### src/rtl/spi_slave_sync_pkg.sv
// Shared definitions for the clk-domain SPI responder: default sizes,
// FSM state encoding and the counter-width helper.
package spi_slave_sync_pkg;

  // Default frame length, matching the SPI master word width.
  localparam int DATA_W_DEF   = 9;
  // Default synchroniser depth for the SPI pins (must be >= 2).
  localparam int SYNC_N_DEF   = 2;
  // SCLK must run at clk/SCLK_DIV_MIN or slower so every SCLK phase
  // survives the synchroniser plus edge-detect latency.
  localparam int SCLK_DIV_MIN = 8;

  typedef enum logic [1:0] {
    ST_IDLE  = 2'b00,
    ST_SHIFT = 2'b01,
    ST_DONE  = 2'b10
  } state_e;

  // Width needed to count 0..n inclusive without wrapping.
  function automatic int cnt_width(input int n);
    return $clog2(n + 1);
  endfunction

endpackage

### src/rtl/spi_slave_sync_if.sv
// SPI pin bundle plus host-side word interface of spi_slave_sync.
// Optional macro SPI_SLV_FRAME_ERR_EN adds the frame_err strobe.
interface spi_slave_sync_if
  import spi_slave_sync_pkg::*;
#(
  parameter int DATA_W = DATA_W_DEF
) ();

  logic              SCLK;
  logic              LOAD;
  logic              MOSI;
  logic              MISO;
  logic [DATA_W-1:0] tx_data;
  logic              tx_ack;
  logic [DATA_W-1:0] rx_data;
  logic              rx_valid;
  logic              busy;
`ifdef SPI_SLV_FRAME_ERR_EN
  logic              frame_err;
`endif

  // Responder view: SPI pins and tx_data in, everything else out.
  modport slave (
    input  SCLK, LOAD, MOSI, tx_data,
    output MISO, tx_ack, rx_data, rx_valid, busy
`ifdef SPI_SLV_FRAME_ERR_EN
    , output frame_err
`endif
  );

  // Master/host view: drives the pins and tx_data, observes the rest.
  modport master (
    output SCLK, LOAD, MOSI, tx_data,
    input  MISO, tx_ack, rx_data, rx_valid, busy
`ifdef SPI_SLV_FRAME_ERR_EN
    , input frame_err
`endif
  );

endinterface

### src/rtl/spi_slave_sync_sync.sv
// Multi-bit SYNC_N-deep synchroniser. The low E bits additionally get
// rise/fall pulses from one extra history flop; upper bits are level only.
// The chain is deliberately not reset so it always mirrors the pins and a
// reset never fabricates an edge out of a pin that is held low.
module spi_slave_sync_sync
  import spi_slave_sync_pkg::*;
#(
  parameter int SYNC_N = SYNC_N_DEF,
  parameter int W      = 3,
  parameter int E      = 2
) (
  input  logic         clk,
  input  logic [W-1:0] d_i,
  output logic [W-1:0] lvl_o,
  output logic [E-1:0] rise_o,
  output logic [E-1:0] fall_o
);

  logic [W-1:0] chain_q [SYNC_N];
  logic [E-1:0] prev_q;

  // Shift the raw pins through the metastability chain.
  always_ff @(posedge clk) begin
    chain_q[0] <= d_i;
    for (int i = 1; i < SYNC_N; i++) begin
      chain_q[i] <= chain_q[i-1];
    end
  end

  // Remember the previous synchronised level of the edge-tracked bits.
  always_ff @(posedge clk) begin
    prev_q <= chain_q[SYNC_N-1][E-1:0];
  end

  assign lvl_o  = chain_q[SYNC_N-1];
  assign rise_o = chain_q[SYNC_N-1][E-1:0] & ~prev_q;
  assign fall_o = ~chain_q[SYNC_N-1][E-1:0] & prev_q;

endmodule

### src/rtl/spi_slave_sync.sv
// SPI responder running entirely on clk: SCLK/LOAD/MOSI are synchronised,
// frames are delimited by LOAD low, data moves MSB first.
// Optional macro SPI_SLV_FRAME_ERR_EN adds frame_err and an overflow bit.
module spi_slave_sync
  import spi_slave_sync_pkg::*;
#(
  parameter int DATA_W = DATA_W_DEF,
  parameter int SYNC_N = SYNC_N_DEF
) (
  input  logic            clk,
  input  logic            rst,
  spi_slave_sync_if.slave bus_io
);

  localparam int             CNT_W    = cnt_width(DATA_W);
  localparam logic [CNT_W-1:0] CNT_FULL = CNT_W'(DATA_W);

  // Synchronised pins: bit0 SCLK, bit1 LOAD (both with edges), bit2 MOSI.
  logic [2:0] pin_lvl_s;
  logic [1:0] pin_rise_s;
  logic [1:0] pin_fall_s;

  spi_slave_sync_sync #(
    .SYNC_N (SYNC_N),
    .W      (3),
    .E      (2)
  ) u_sync (
    .clk    (clk),
    .d_i    ({bus_io.MOSI, bus_io.LOAD, bus_io.SCLK}),
    .lvl_o  (pin_lvl_s),
    .rise_o (pin_rise_s),
    .fall_o (pin_fall_s)
  );

  logic sclk_lvl_s, load_lvl_s, mosi_s;
  logic sclk_rise_s, sclk_fall_s, load_rise_s, load_fall_s;

  assign sclk_lvl_s  = pin_lvl_s[0];
  assign load_lvl_s  = pin_lvl_s[1];
  assign mosi_s      = pin_lvl_s[2];
  assign sclk_rise_s = pin_rise_s[0];
  assign sclk_fall_s = pin_fall_s[0];
  assign load_rise_s = pin_rise_s[1];
  assign load_fall_s = pin_fall_s[1];

  state_e              state_q, state_d;
  logic                armed_q;
  logic                pend_q;
  logic [DATA_W-1:0]   tx_sr_q;
  logic [DATA_W-1:0]   rx_sr_q;
  logic [CNT_W-1:0]    bit_cnt_q;
  logic                miso_q;
  logic                tx_ack_q;
  logic [DATA_W-1:0]   rx_data_q;
  logic                rx_valid_q;
  logic                busy_q;
`ifdef SPI_SLV_FRAME_ERR_EN
  logic                ovf_q;
  logic                frame_err_q;
`endif

  // A frame may start once the bus has been seen idle since reset; a LOAD
  // fall that arrived during DONE is remembered in pend_q.
  logic start_req_s;
  assign start_req_s = armed_q & (load_fall_s | pend_q);

  logic start_s, sample_s, shift_s, done_s;

  // State register.
  always_ff @(posedge clk) begin
    if (rst) begin
      state_q <= ST_IDLE;
    end else begin
      state_q <= state_d;
    end
  end

  // Next-state decode.
  always_comb begin
    state_d = state_q;
    case (state_q)
      ST_IDLE: begin
        if (start_req_s) begin
          state_d = ST_SHIFT;
        end else begin
          state_d = ST_IDLE;
        end
      end
      ST_SHIFT: begin
        if (load_rise_s) begin
          state_d = ST_DONE;
        end else begin
          state_d = ST_SHIFT;
        end
      end
      ST_DONE:  state_d = ST_IDLE;
      default:  state_d = ST_IDLE;
    endcase
  end

  // Per-state datapath strobes; SCLK edges are honoured in SHIFT even on
  // the cycle LOAD rises, so that edge lands before the frame closes.
  always_comb begin
    start_s  = 1'b0;
    sample_s = 1'b0;
    shift_s  = 1'b0;
    done_s   = 1'b0;
    case (state_q)
      ST_IDLE:  start_s = start_req_s;
      ST_SHIFT: begin
        sample_s = sclk_rise_s;
        shift_s  = sclk_fall_s;
      end
      ST_DONE:  done_s = 1'b1;
      default: begin
        start_s  = 1'b0;
        sample_s = 1'b0;
        shift_s  = 1'b0;
        done_s   = 1'b0;
      end
    endcase
  end

  // Arm after reset only once LOAD is high with SCLK idle, so the tail of
  // a frame interrupted by reset is ignored.
  always_ff @(posedge clk) begin
    if (rst) begin
      armed_q <= 1'b0;
    end else if (load_lvl_s && !sclk_lvl_s) begin
      armed_q <= 1'b1;
    end else begin
      armed_q <= armed_q;
    end
  end

  // Hold a LOAD fall seen during DONE until IDLE can act on it.
  always_ff @(posedge clk) begin
    if (rst) begin
      pend_q <= 1'b0;
    end else if (start_s) begin
      pend_q <= 1'b0;
    end else if ((state_q == ST_DONE) && load_fall_s) begin
      pend_q <= 1'b1;
    end else begin
      pend_q <= pend_q;
    end
  end

  // Shift registers, bit counter and registered host/pin outputs.
  always_ff @(posedge clk) begin
    if (rst) begin
      tx_sr_q    <= '0;
      rx_sr_q    <= '0;
      bit_cnt_q  <= '0;
      miso_q     <= 1'b0;
      tx_ack_q   <= 1'b0;
      rx_data_q  <= '0;
      rx_valid_q <= 1'b0;
      busy_q     <= 1'b0;
    end else begin
      tx_ack_q   <= start_s;
      rx_valid_q <= done_s && (bit_cnt_q == CNT_FULL);
      if (start_s) begin
        tx_sr_q   <= bus_io.tx_data;
        miso_q    <= bus_io.tx_data[DATA_W-1];
        bit_cnt_q <= '0;
        busy_q    <= 1'b1;
      end else if (done_s) begin
        miso_q <= 1'b0;
        busy_q <= 1'b0;
        if (bit_cnt_q == CNT_FULL) begin
          rx_data_q <= rx_sr_q;
        end else begin
          rx_data_q <= rx_data_q;
        end
      end else begin
        if (sample_s) begin
          rx_sr_q <= {rx_sr_q[DATA_W-2:0], mosi_s};
          if (bit_cnt_q != CNT_FULL) begin
            bit_cnt_q <= bit_cnt_q + CNT_W'(1);
          end else begin
            bit_cnt_q <= bit_cnt_q;
          end
        end else begin
          rx_sr_q <= rx_sr_q;
        end
        if (shift_s) begin
          tx_sr_q <= {tx_sr_q[DATA_W-2:0], 1'b0};
          miso_q  <= tx_sr_q[DATA_W-2];
        end else begin
          tx_sr_q <= tx_sr_q;
        end
      end
    end
  end

`ifdef SPI_SLV_FRAME_ERR_EN
  // Sticky flag for more SCLK rises than the saturating counter can show,
  // and the DONE-time error strobe for any inexact frame length.
  always_ff @(posedge clk) begin
    if (rst) begin
      ovf_q       <= 1'b0;
      frame_err_q <= 1'b0;
    end else begin
      frame_err_q <= done_s && ((bit_cnt_q != CNT_FULL) || ovf_q);
      if (start_s) begin
        ovf_q <= 1'b0;
      end else if (sample_s && (bit_cnt_q == CNT_FULL)) begin
        ovf_q <= 1'b1;
      end else begin
        ovf_q <= ovf_q;
      end
    end
  end

  assign bus_io.frame_err = frame_err_q;
`endif

  assign bus_io.MISO     = miso_q;
  assign bus_io.tx_ack   = tx_ack_q;
  assign bus_io.rx_data  = rx_data_q;
  assign bus_io.rx_valid = rx_valid_q;
  assign bus_io.busy     = busy_q;

endmodule

### src/flat_wrapper.sv
// flat-port wrapper written by rule: the top's interface ports become plain ports
module spi_slave_sync_flat import spi_slave_sync_pkg::*;
#(
  parameter int DATA_W = DATA_W_DEF,
  parameter int SYNC_N = SYNC_N_DEF
)
  (clk, rst, bus_io_SCLK, bus_io_LOAD, bus_io_MOSI, bus_io_tx_data, bus_io_MISO, bus_io_tx_ack, bus_io_rx_data, bus_io_rx_valid, bus_io_busy);
  spi_slave_sync_if #(.DATA_W(DATA_W)) bus_io_i ();
  input  logic clk;
  input  logic rst;
  input wire logic [$bits(bus_io_i.SCLK)-1:0] bus_io_SCLK;
  input wire logic [$bits(bus_io_i.LOAD)-1:0] bus_io_LOAD;
  input wire logic [$bits(bus_io_i.MOSI)-1:0] bus_io_MOSI;
  input wire logic [$bits(bus_io_i.tx_data)-1:0] bus_io_tx_data;
  output wire logic [$bits(bus_io_i.MISO)-1:0] bus_io_MISO;
  output wire logic [$bits(bus_io_i.tx_ack)-1:0] bus_io_tx_ack;
  output wire logic [$bits(bus_io_i.rx_data)-1:0] bus_io_rx_data;
  output wire logic [$bits(bus_io_i.rx_valid)-1:0] bus_io_rx_valid;
  output wire logic [$bits(bus_io_i.busy)-1:0] bus_io_busy;
  assign bus_io_i.SCLK = bus_io_SCLK;
  assign bus_io_i.LOAD = bus_io_LOAD;
  assign bus_io_i.MOSI = bus_io_MOSI;
  assign bus_io_i.tx_data = bus_io_tx_data;
  assign bus_io_MISO = bus_io_i.MISO;
  assign bus_io_tx_ack = bus_io_i.tx_ack;
  assign bus_io_rx_data = bus_io_i.rx_data;
  assign bus_io_rx_valid = bus_io_i.rx_valid;
  assign bus_io_busy = bus_io_i.busy;
  spi_slave_sync #(.DATA_W(DATA_W), .SYNC_N(SYNC_N)) u_core (.clk(clk), .rst(rst), .bus_io(bus_io_i));
endmodule
### config.mk
export PLATFORM = sky130hd
export DESIGN_NAME = spi_slave_sync_flat
export DESIGN_NICKNAME = d
export VERILOG_FILES = /design/src/rtl/spi_slave_sync_pkg.sv /design/src/rtl/spi_slave_sync_if.sv /design/src/rtl/spi_slave_sync_sync.sv /design/src/rtl/spi_slave_sync.sv /design/src/flat_wrapper.sv
export SDC_FILE = /design/constraint.sdc
export NUM_CORES = 1
export LEC_CHECK = 0
export ABC_AREA = 1
export CORE_ASPECT_RATIO = 1.1
export CORE_UTILIZATION = 33
export DETAILED_ROUTE_END_ITERATION = 10
export SYNTH_ARGS = -nofsm -noshare
export SYNTH_HDL_FRONTEND = slang
export SYNTH_SLANG_ARGS = --single-unit
### constraint.sdc
create_clock -name clk -period 1.75 [get_ports clk]
set_clock_uncertainty 0.2 [all_clocks]
set_input_delay 0.35 -clock clk [delete_from_list [all_inputs] [get_ports clk]]
set_output_delay 0.35 -clock clk [all_outputs]
set_load 0.05 [all_outputs]
==> results.sh <==
export IMPL_synth_compound_area_share_pct=7.34
export IMPL_rows=28
export IMPL_post_cts_setup_buffers=0
export IMPL_viasPerCell=4.29
export IMPL_utilization_pct=45.8
export IMPL_final_hold_viol_count=0
export IMPL_seq_area_um2=922
export IMPL_hpwl_um=2390
export IMPL_synth_area_um2=1840
export IMPL_powerDensity_nw_per_um2=819
export IMPL_r2r_cells=8
export IMPL_grt_pass1_wl_um=5970
export IMPL_synth_simple_gate_area_share_pct=34.8
export IMPL_remaining_drc_errors=0
export IMPL_drt_first_pass_iters=4
export IMPL_io_buffer_count=26
export IMPL_ys_types=25
export IMPL_syn_num_nets=257
export IMPL_synth_seq_cells=46
export IMPL_min_from="u_core.u_sync.chain_q[0][2]"
export IMPL_diodes=0
export IMPL_io_pins=27
export IMPL_crit_arrival_ps=1600
export IMPL_drive_gt1_share_pct=16.0
export IMPL_drtIter0Drc=97
export IMPL_async_flop_share_pct=0
export IMPL_syn_inst=241
export IMPL_htree_num_levels=2
export IMPL_yosysTopAreaCell="dfxtp_1"
export IMPL_coreArea_um2=5360
export IMPL_wirelength_um=3390
export IMPL_relSlewSlack_pct=80.6
export IMPL_die_area_um2=5880
export IMPL_synth_common_cells="nor2_1, dfxtp_1, nand2_1, o21ai_0"
export IMPL_dp_slack_ps=106
export IMPL_drt_wirelength_per_cell_um=9.69
export IMPL_yosys_cell_count_top_type="nor2_1"
export IMPL_tns_ps=0
export IMPL_post_route_cell_area_um2=2450
export IMPL_worst_pin_slew_ps=291
export IMPL_synthAdderAreaFrac_pct=1.36
export IMPL_antenna_found_initial=0
export IMPL_post_dp_cell_area_um2=2330
export IMPL_grt_pass1_vias=1369
export IMPL_power_uw=2010
export IMPL_cts_reportedPaths_clkPinSlew_ps=90
export IMPL_synth_top_family_by_area="simple AND/OR/NAND/NOR gates"
export IMPL_peakVddDrop_v=0.000454
export IMPL_cts_resized=0
export IMPL_r2r_start="u_core.bit_cnt_q[1]"
export IMPL_min_path_cells=0
export IMPL_synth_xor_area_share_pct=0.476
export IMPL_ctsHoldBuffers=0
export IMPL_r2r_end="u_core.bus_io.rx_data[7]"
export IMPL_min_path_type="reg2reg"
export IMPL_seq_area_frac_synth_pct=50.0
export IMPL_fillCellCount=537
export IMPL_area_growth_pct=33.4
export IMPL_setup_viol_count_final=0
export IMPL_gp_congestion=0.784
export IMPL_cts_buffers=5
export IMPL_die_h_um=80.3
export IMPL_grt_max_degree=30
export IMPL_yosys_warnings=0
export IMPL_status="finished clean"
export IMPL_clk_path_buf_depth=2
export IMPL_slew_violations=0
export IMPL_cts_tree="yes"
export IMPL_cp_max_fo=10
export IMPL_ff2ff_setup_slack_ps=150
export IMPL_p_leak_uw=0.00104
export IMPL_vias=1503
export IMPL_synth_edf_count=0
export IMPL_ys_dominant_reg_cell="dfxtp_1"
export IMPL_crit_type="reg2reg"
export IMPL_syn_area_per_cell_um2=7.64
export IMPL_yosys_area_top_type_share_pct=50.0
export IMPL_synth_area_leaders="dfxtp_1, nor2_1, nand2_1, o21ai_0, nand3_1"
export IMPL_min_period_ps=1600
export IMPL_setup_ws_ps=154
export IMPL_overflow=0
export IMPL_clock_latency_ps=310
export IMPL_synthMuxAreaShare_pct=0
export IMPL_fin_nets=290
export IMPL_hold_end="u_core.u_sync.chain_q[0][5]"
export IMPL_ant_nets=0
export IMPL_initial_core_util_pct=34.3
export IMPL_track_usage_pct=13.6
export IMPL_finalCritPeriodShare_pct=91.2
export IMPL_cts_root_buf="clkbuf_8"
export IMPL_cp_start_kind="flip-flop"
export IMPL_fmax_mhz=627
export IMPL_required_ps=1760
export IMPL_maxCapViolations=0
export IMPL_clock_sinks=46
export IMPL_die_x_um=73.2
export IMPL_worstSetupEndpointType="flip-flop"
export IMPL_multi_input_area_um2=812
## metal layers
layer	share of wire, %	vias to the layer above	global-route usage, %	wire [µm]
met4	2.7	0	7.65	91
li1	-	816	-	-
met2	45	25	20.3	1510
met1	49	656	17.1	1680
met5	0	-	0	0
met3	3.4	6	4.14	114
## registers in the layout, summed over array words and instances, names as in the netlist
signal / flops
u_core.bus_io.tx_ack: 1
u_core.bit_cnt_q: 4
u_core.u_sync.prev_q: 2
u_core.rx_sr_q: 9
u_core.bus_io.rx_valid: 1
u_core.armed_q: 1
u_core.bus_io.rx_data: 9
u_core.u_sync.chain_q: 6
u_core.tx_sr_q: 8
u_core.bus_io.MISO: 1
u_core.bus_io.busy: 1
u_core.pend_q: 1
u_core.state_q: 2
## final cells by class
class / count / share of cell area (%)
Clock buffer: 6 / 2.96
Timing Repair inverter: 1 / 0.204
Inverter: 18 / 2.91
Multi-Input combinational cell: 171 / 33.1
Tap cell: 75 / 3.82
Clock inverter: 2 / 1.53
Timing Repair Buffer: 31 / 17.9
Sequential cell: 46 / 37.6
## kinds of logic (layout without fill, tap and decap cells)
logic type	Yosys count	in the layout
compound gates	27	27
fa+ha+maj	2	2
buf+inv	24	58
flops	46	46
xor+xnor	1	1
simple gates	141	141
## cell usage in the layout (no fill, tap or decap), drive strengths merged, types with 2 or more instances in the layout
master / count
nor2: 69
nand2: 49
dfxtp: 46
o21ai: 20
buf: 18
inv: 16
nand3: 15
clkdlybuf4s50: 13
a21oi: 7
nand3b: 6
clkbuf: 6
clkinvlp: 3
ha: 2
## worst max path at each step
| stage | from | cells past startpoint | endpoint | slack (ps) |
|---|---|---|---|---|
| after floorplan | u_core.bit_cnt_q[0] | 7 | u_core.bus_io.rx_data[0] | 260 |
| after global placement | u_core.bit_cnt_q[1] | 8 | u_core.bus_io.rx_data[1] | 170 |
| after detailed placement | u_core.bit_cnt_q[1] | 8 | u_core.bus_io.rx_data[7] | 110 |
| after CTS | u_core.bit_cnt_q[1] | 8 | u_core.bus_io.rx_data[7] | 100 |
| after global routing | u_core.bit_cnt_q[1] | 8 | u_core.bus_io.rx_data[7] | -5 |
| final | u_core.bit_cnt_q[1] | 8 | u_core.bus_io.rx_data[7] | 150 |
## per-stage QoR
step                std cells  hold slack, ps
floorplan                 241             110
global placement          341             110
detailed placement        341             112
CTS                       349             132
global route              350             137
finish                    350             131
## worst max-delay path: stages, from the launching register on
cell	delay, ps
dfxtp_1	340
inv_1	60
ha_1	120
nand2_1	80
nor2_4	170
nand2_2	120
buf_4	190
o21ai_0	170
nor2_1	50
## power breakdown
group / internal, µW / switching, µW
Combinational: 72.6 / 75.1
Clock: 426 / 353
Sequential: 1070 / 14.2
Total: 1570 / 443
(Power assumes the default switching activity.)
